--- config.mk ---
export PLATFORM = sky130hd
export DESIGN_NAME = bus_req_initiator
export DESIGN_NICKNAME = d
export VERILOG_FILES = /design/src/rtl/bus_req_pkg.sv /design/src/rtl/bus_req_initiator.sv
export SDC_FILE = /design/constraint.sdc
export NUM_CORES = 1
export LEC_CHECK = 0
export CORE_UTILIZATION = 53
export CTS_CLUSTER_DIAMETER = 60
export CTS_CLUSTER_SIZE = 20
export DETAILED_ROUTE_END_ITERATION = 10
export DONT_BUFFER_PORTS = 1
export GPL_TIMING_DRIVEN = 0
export PLACE_DENSITY = 0.78
export SLEW_MARGIN = 25
export SYNTH_ARGS = -nofsm -noshare
export SYNTH_HDL_FRONTEND = slang
export SYNTH_SLANG_ARGS = --single-unit
--- constraint.sdc ---
create_clock -name clk -period 3.25 [get_ports clk]
set_input_delay 0.4875 -clock clk [delete_from_list [all_inputs] [get_ports clk]]
set_output_delay 0.4875 -clock clk [all_outputs]
set_load 0.05 [all_outputs]
--- src/rtl/bus_req_pkg.sv ---
// Shared types and constants for the BW/BR/PW/PR/S command initiator.
// Command one-hot bit order is {BW, BR, PW, PR}.
package bus_req_pkg;

  typedef enum logic [1:0] {
    READY = 2'b00,
    BUSY  = 2'b01,
    DONE  = 2'b10,
    ERROR = 2'b11
  } status_t;

  typedef enum logic [2:0] {
    IDLE,
    ARM,
    ISSUE,
    WAIT,
    RESP
  } init_state_t;

  localparam logic [3:0] CMD_BW = 4'b1000;
  localparam logic [3:0] CMD_BR = 4'b0100;
  localparam logic [3:0] CMD_PW = 4'b0010;
  localparam logic [3:0] CMD_PR = 4'b0001;

  function automatic logic [3:0] enc_cmd(
    input logic we,
    input logic is_byte
  );
    unique case (1'b1)
      we && is_byte:   enc_cmd = CMD_BW;
      !we && is_byte:  enc_cmd = CMD_BR;
      we && !is_byte:  enc_cmd = CMD_PW;
      default:         enc_cmd = CMD_PR;
    endcase
  endfunction

endpackage

--- src/rtl/bus_req_initiator.sv ---
// Single-request initiator: one-hot command + start strobe, retry on
// error or timeout, one-cycle response pulse back to the core.
module bus_req_initiator
  import bus_req_pkg::*;
#(
  parameter int TIMEOUT_CYCLES = 16,
  parameter int MAX_RETRY      = 2
) (
  input  logic       clk,
  input  logic       rst,
  input  logic       req_valid,
  input  logic       req_we,
  input  logic       req_byte,
  output logic       req_ready,
  output logic       BW,
  output logic       BR,
  output logic       PW,
  output logic       PR,
  output logic       S,
  input  logic [1:0] status,
  output logic       resp_valid,
  output logic       resp_err,
  output logic       resp_timeout
);

  localparam int TW = $clog2(TIMEOUT_CYCLES);

  init_state_t   state;
  logic [3:0]    cmd;
  logic [2:0]    retry;
  logic [TW-1:0] tcnt;
  logic          err_q;
  logic          tmo_q;

  status_t st;
  logic    tmo_hit;
  logic    active;

  assign st      = status_t'(status);
  assign tmo_hit = (tcnt == TW'(TIMEOUT_CYCLES - 1));
  assign active  = (state == ARM) || (state == ISSUE)
                || (state == WAIT);

  // Every output is a decode of registered state only.
  assign req_ready    = (state == IDLE);
  assign {BW, BR, PW, PR} = active ? cmd : 4'b0000;
  assign S            = (state == ISSUE);
  assign resp_valid   = (state == RESP);
  assign resp_err     = (state == RESP) && err_q;
  assign resp_timeout = (state == RESP) && tmo_q;

  always_ff @(posedge clk or posedge rst) begin
    if (rst) begin
      state <= IDLE;
      cmd   <= 4'b0000;
      retry <= 3'd0;
      tcnt  <= '0;
      err_q <= 1'b0;
      tmo_q <= 1'b0;
    end else begin
      unique case (state)
        IDLE: begin
          if (req_valid) begin
            cmd   <= enc_cmd(req_we, req_byte);
            retry <= 3'd0;
            state <= ARM;
          end
        end
        ARM: begin
          if (st == READY) state <= ISSUE;
        end
        ISSUE: begin
          tcnt  <= '0;
          state <= WAIT;
        end
        WAIT: begin
          tcnt <= tcnt + TW'(1);
          if (st == DONE) begin
            err_q <= 1'b0;
            tmo_q <= 1'b0;
            state <= RESP;
          end else if (st == ERROR || tmo_hit) begin
            if (retry < 3'(MAX_RETRY)) begin
              retry <= retry + 3'd1;
              state <= ARM;
            end else begin
              err_q <= 1'b1;
              tmo_q <= (st != ERROR);
              state <= RESP;
            end
          end
        end
        RESP: begin
          state <= IDLE;
        end
        default: state <= IDLE;
      endcase
    end
  end

endmodule

==> results of run 1 <==
per-layer routing:
metal  GRT usage (%)  up-vias
met4            11.3        0
li1                -      321
met1            27.8      297
met2            31.6       17
met5               0        -
met3            3.02        5
path summary, 6_finish.rpt:
path                                       from                    to  cells after the start
min                                         rst    cmd[1]$_DFFE_PP0P_                      1
min in group clk                         req_we    cmd[0]$_DFFE_PP0P_                      1
max                        state[1]$_DFFE_PP0P_                    BW                      4
max in group asynchronous                   rst     tmo_q$_DFFE_PP0P_                      1
min reg2reg                  cmd[0]$_DFFE_PP0P_    cmd[0]$_DFFE_PP0P_                      2
max reg2reg                state[2]$_DFFE_PP0P_  retry[0]$_DFFE_PP0P_                      4
sequential cells by signal, indices dropped and copies added, names as in the netlist:
| register | count |
|---|---|
| cmd | 4 |
| tcnt | 4 |
| tmo_q | 1 |
| err_q | 1 |
| retry | 3 |
| state | 3 |
cells in the final DEF, fill, tap and decap left out, types with 2 or more instances in the layout:
cell type and count:
o21ai_1 3, buf_6 2, o21ai_0 5, nand2_1 9, and3_1 2, ha_1 2
a22o_1 2, nor2_1 4, inv_1 3, dfrtp_1 16, and2_1 5, a211oi_1 2
a21oi_1 4, nand3_1 2, clkbuf_4 3, mux2i_1 2, nand2b_1 7, buf_2 2
cell families (layout without fill, tap and decap cells):
kind of cell / after synthesis / after routing / synth area share [%]
buffers and inverters: 7 / 12 / 5.14
adders and majority gates: 2 / 2 / 2.94
and+or+nand+nor: 38 / 38 / 25.4
AOI/OAI and AO/OA: 22 / 22 / 17.2
muxes: 2 / 2 / 2.35
DFF: 16 / 16 / 47.0
critical path, stage by stage, from the launching register on:
cell and delay [ns]:
dfrtp_1 0.32, buf_2 0.19, nor2_1 0.10, nor2_1 0.19, and2_1 0.48
final cells by class:
class | instances | area [um^2]
buffer | 4 | 32.5
clock buffer | 3 | 22.5
fill | 135 | 591
inverter | 3 | 11.3
multi-input combinational | 64 | 418
sequential | 16 | 400
tap | 16 | 20.0
timing repair buffer | 2 | 11.3
Yosys cell counts, drive strengths merged:
master   instances
nor3             2
or2              1
or3              1
mux2i            2
nand2            9
inv              3
a211oi           2
o21ai            8
nor2             4
and2             5
a31oi            1
a22o             2
nand3b           1
nor3b            1
o31ai            1
and4bb           1
o32ai            1
buf              4
ha               2
o22a             1
dfrtp           16
or4b             1
a2bb2oi          1
a21oi            4
nand2b           7
nor2b            1
a32oi            1
nand3            2
and3             2
power by group:
| part | leakage [uW] | switching (uW) | internal, uW | total, uW |
|---|---|---|---|---|
| Sequential | 0.000210 | 39.5 | 265 | 305 |
| Clock | 0.0000138 | 60.7 | 43.1 | 104 |
| Combinational | 0.000190 | 255 | 126 | 381 |
| Total | 0.000413 | 355 | 434 | 789 |
metrics by stage:
stage | std cells | cell area, um^2 | utilization, % | power [uW] | setup WS [ns]
finish | 108 | 916 | 60.8 | 789 | 1.19
CTS | 108 | 916 | 60.8 | 793 | 1.19
floorplan | 87 | 852 | - | 624 | 1.05
global placement | 103 | 872 | 57.9 | 665 | 0.969
global route | 108 | 916 | 60.8 | 855 | 1.10
detailed placement | 105 | 893 | 59.3 | 692 | 1.51
==> reports/qor.yml, run 1 <==
clock_network:
  cts_made_buffers: 3
  post-cts-setup-buffer-count: 0
  clk_latency_ns: 0.29
  cts_buffer_depth: 2
  cts_resized: 0
  cts_tree: "yes"
  clk_pin_slew_ns: 0.09
  ctsHoldBuffers: 0
  clock-sinks: 16
  h-tree-depth: 1
  cts_root_buffer: "clkbuf_4"
synth:
  synth_top_area_share_pct: 47.0
  synth_top_cell_by_area: "dfrtp_1"
  synth_cells: 87
  netlist_area_um2: 852
  ys_types: 31
  ys_warn_count: 0
  ys_seq_area_share_pct: 47.0
  ys_top_cells_by_area: "dfrtp_1, nand2b_1, nand2_1"
  synth_fp_nets: 96
  ys_ff_latch: 16
  syn_area_per_cell_um2: 9.79
power:
  p_per_area_nw_per_um2: 862
  cellLeakagePower_uw: 0.000413
  peakVddDrop_uv: 453
drt:
  wl_met2_um: 709
  wl_um: 1540
  route.met3.wl_um: 50
  drtAntennaViolNets: 0
  routed.top_layer: "met4"
  drt-initial-drc-count: 17
  first_pass_iters: 4
  vias: 640
  met1_length_um: 743
  drc: 0
  wire_per_inst_um: 14.2
  via_per_inst: 5.93
floorplan:
  start_util_pct: 56.6
  ios: 16
  dieWidth_um: 42.1
  die_h_um: 42.1
  dieArea_um2: 1770
  rows: 14
  core_um2: 1510
placed_design:
  port_buffers: 0
  gp_congestion: 0.799
  hpwlAfterDp_um: 1070
global_routing:
  grt_pass1_wl_um: 2770
  antenna_found_initial: 0
  overflow: 0
  grt_pass1_vias: 599
  grt_use_total_pct: 20.5
  grt_max_degree: 17
critical_path:
  crit_path_max_fanout: 10
  critPathLaunchType: "flip-flop"
  arrival_ns: 1.58
  path_class: "flip-flop to primary output"
  reg2reg_slack_ns: 1.69
  end_kind: "primary output"
  cp_data_required_time_ns: 2.76
sta:
  holdWs_ns: 0.144
  fmax_mhz: 485
  worstMarginPinSlew_ns: 0.835
  layout_min_cycle_time_ns: 2.06
  finalSetupViolCount: 0
  finalHoldViolCount: 0
  setup_tns_ns: 0
  slew_violations: 0
  rsz0062_at_grt: "false"
  finalClockSkew_ns: 0.00285
  fin_crit_sh_pct: 63.5
  slew_headroom_pct: 44.0
cells_and_area:
  drive_gt1_share_pct: 15.2
  fin_nets: 103
  syn2layout_area_growth_pct: 7.49
  diodes: 0
outcome:
  status: "finished clean"
hold_path:
  hold_class: "input pin to asynchronous set/reset pin"
run:
  cap_viol_max_count: 0
Note: power is estimated with default switching activity, not from simulation.
==> run 2: changes to the inputs <==
ABC_AREA = 1   (was not set)
clock period = 2 ns   (was 3.25 ns; I/O delays follow)
==> reports/qor.yml, run 2 <==
floorplan:
  ios: 16  # unchanged
  dieArea_um2: 1860  # +5.0%
  dieWidth_um: 43.1  # +2.5%
  rows: 14  # unchanged
  core_um2: 1540  # +2.3%
  start_util_pct: 58.2  # +1.6 points
  die_h_um: 43.1  # +2.5%
clock_network:
  h-tree-depth: 1  # unchanged
  cts_tree: "yes"
  cts_made_buffers: 3  # unchanged
  clk_pin_slew_ns: 0.09  # about the same
  clock-sinks: 16  # unchanged
  cts_root_buffer: "clkbuf_4"
  cts_buffer_depth: 2  # unchanged
  clk_latency_ns: 0.29  # about the same
drt:
  drt-initial-drc-count: 42  # +25
  first_pass_iters: 4  # unchanged
  drc: 0  # unchanged
  drtAntennaViolNets: 0  # unchanged
  vias: 776  # +21%
  wl_um: 1640  # +6.8%
  via_per_inst: 5.21  # -12%
  wire_per_inst_um: 11.0  # -23%
synth:
  ys_ff_latch: 16  # unchanged
  netlist_area_um2: 897  # +5.3%
  synth_cells: 127  # +46%
  synth.most_common_cell: "nand2_1"
  synth_compound_area_share_pct: 8.09  # -9.1 points
  async_flop_share_pct: 100  # unchanged
  syn_area_per_cell_um2: 7.06  # -28%
  synth-adder-area-share_pct: 2.79  # -0.15 points
  synthMuxAreaShare_pct: 0  # -2.3 points
  synth_edf_count: 0  # unchanged
  ys_warn_count: 0  # unchanged
  synth_top_family_by_area: "simple AND/OR/NAND/NOR gates"
  ys_seq_area_share_pct: 44.6  # -2.4 points
  synth_fp_nets: 136  # +42%
  synth_top_cell_by_area: "dfrtp_1"
  synth_top_area_share_pct: 44.6  # -2.4 points
  ys_types: 14  # -55%
  synth-xor-area-share_pct: 0.976  # +0.98 points
  synthSimpleGateAreaFrac_pct: 33.5  # +8.1 points
  ys_top_cells_by_area: "dfrtp_1, nand2_1, nor2_1"
  ys_top_cells_by_count: "nand2_1, nor2_1, inv_1, dfrtp_1, nand3_1"
  synth_flop_cell: "dfrtp_1"
sta:
  fin_crit_sh_pct: 101
  worstMarginPinSlew_ns: 0.891  # +0.0561 ns
  fin_ws_ns: -0.0228  # -1.21 ns
  layout_min_cycle_time_ns: 2.02
  finalHoldViolCount: 0  # unchanged
  finalSetupViolCount: 4  # +4
  slew_headroom_pct: 40.4  # -3.7 points
  finalClockSkew_ns: 0.000679  # -0.00217 ns
  slew_violations: 0  # unchanged
  rsz0062_at_grt: "true"
  fmax_mhz: 494
power:
  comb_power_share_pct: 49.7  # +1.5 points
  cellLeakagePower_uw: 0.000533  # +29%
  p_clk_share_pct: 14.2  # +1.0 points
  switching_power_uw: 735  # +110%
  seqPwrFrac_pct: 36.1  # -2.5 points
  p_sw_share_pct: 49.3  # +4.3 points
  internal_power_uw: 756  # +74%
  p_per_area_nw_per_um2: 1480  # +72%
  peakVddDrop_uv: 904  # +99%
run:
  cap_viol_max_count: 0  # unchanged
outcome:
  violations: "negative setup slack"
  status: "finished with violations"
cells_and_area:
  final_util_pct: 65.4  # +4.6 points
  fillers: 136  # +0.74%
  largestRegisters: "cmd (4), tcnt (4)"
  final_common_cell: "nand2_1"
  syn2layout_area_growth_pct: 12.4
  layout_common_cells: "nand2_1, inv_1, nor2_1"
  fin_nets: 143  # +39%
  diodes: 0  # unchanged
  stdcell_count: 149  # +38%
  drive_gt1_share_pct: 13.5  # -1.7 points
critical_path:
  max_stage_delay_ns: 0.70  # +0.22 ns
  path_buf_inv: 1  # unchanged
  arrival_ns: 1.72  # +0.14 ns
  path_class: "flip-flop to primary output"
  critPathLaunchType: "flip-flop"
  crit_family: "simple AND/OR/NAND/NOR gates"
  end_kind: "primary output"
  crit_path_cell_trace: "inv_2 > nand2_1 > nor2_1"
  crit_path_max_fanout: 5  # -5
  reg2reg_slack_ns: 0.21  # -1.48 ns
  slowest_stage: "nor2_1"
  cp_data_required_time_ns: 1.70  # -1.06 ns
global_routing:
  grt_pass1_vias: 658  # +9.8%
  antenna_found_initial: 0  # unchanged
  grt_use_total_pct: 19.5  # -0.95 points
  grt_pass1_wl_um: 2690  # -3.0%
  overflow: 0  # unchanged
  grt_max_degree: 17  # unchanged
placed_design:
  port_buffers: 0  # unchanged
  gp_congestion: 0.822  # +2.9%
  dp_slack_ns: -0.0656  # -1.58 ns
  hpwlAfterDp_um: 1200  # +12%
  dpl.cell_count: 143  # +36%
hold_path:
  hold_class: "input pin to flip-flop"
==> run 2: cell count changes after synthesis, moves of 3 or more <==
cell and delta:
and2_1 -5, o21ai_1 -3, nand2_1 +24, nor2_1 +17, inv_1 +17, nand2b_1 -7, nand3_1 +13, o21ai_0 +4
==> run 2: area by class of cell <==
type | count | area, um^2 | area share, %
Buffer | 1 | 7.51 | 0.744
Clock buffer | 4 | 36.3 | 3.60
Inverter | 22 | 85.1 | 8.44
Multi-Input combinational cell | 88 | 439 | 43.5
Sequential cell | 16 | 403 | 40.0
Tap cell | 16 | 20.0 | 1.99
Timing Repair Buffer | 2 | 17.5 | 1.74
==> run 2: final timing paths <==
check,start,to,cells after the start
max,state[2]$_DFFE_PP0P_,BR,3
min,req_byte,cmd[2]$_DFFE_PP0P_,2
max reg2reg,state[0]$_DFFE_PP0P_,retry[2]$_DFFE_PP0P_,8
min reg2reg,tcnt[0]$_DFFE_PP0P_,tcnt[0]$_DFFE_PP0P_,1
max in group asynchronous,rst,state[0]$_DFFE_PP0P_,2
min in group asynchronous,rst,cmd[1]$_DFFE_PP0P_,2
==> run 2: cell families (layout without fill, tap and decap cells) <==
family	after synthesis	in the layout
xor+xnor	1	1
flops	16	16
compound gates	14	14
simple gates	71	71
fa+ha+maj	2	2
buf+inv	23	29
==> run 2: per-stage QoR <==
stage / cell area, um^2 / total power (uW) / setup TNS [ns] / hold slack (ns)
after floorplan: 905 / 1120 / 0 / 0.214
after global placement: 925 / 1190 / -0.0883 / 0.284
after detailed placement: 925 / 1210 / -0.126 / 0.288
after CTS: 988 / 1440 / -0.0619 / 0.158
after global routing: 1010 / 1590 / -0.373 / 0.173
final: 1010 / 1490 / -0.0643 / 0.157
==> run 2: timing repair <==
item	CTS	global route
pin swaps	3	3
endpoints found under the hold margin	16	0
setup buffers	0	1
setup endpoints to repair	10	10
gates resized for setup	5	5
hold buffers	1	0
cloned	0	0
==> run 2: power groups by stage <==
stage / clock (uW) / combinational [uW] / sequential [uW]
floorplan: 0 / 608 / 509
global placement: 0 / 672 / 522
detailed placement: 0 / 687 / 526
CTS: 217 / 705 / 522
global route: 226 / 818 / 550
finish: 212 / 740 / 538
==> run 2: per-layer routing <==
| layer | global-route usage, % | vias up | routed length [um] |
|---|---|---|---|
| met5 | 0 | - | 0 |
| met4 | 9.09 | 0 | 31 |
| met3 | 2.55 | 7 | 61 |
| met2 | 29.6 | 22 | 745 |
| met1 | 27.4 | 342 | 805 |
| li1 | - | 405 | - |
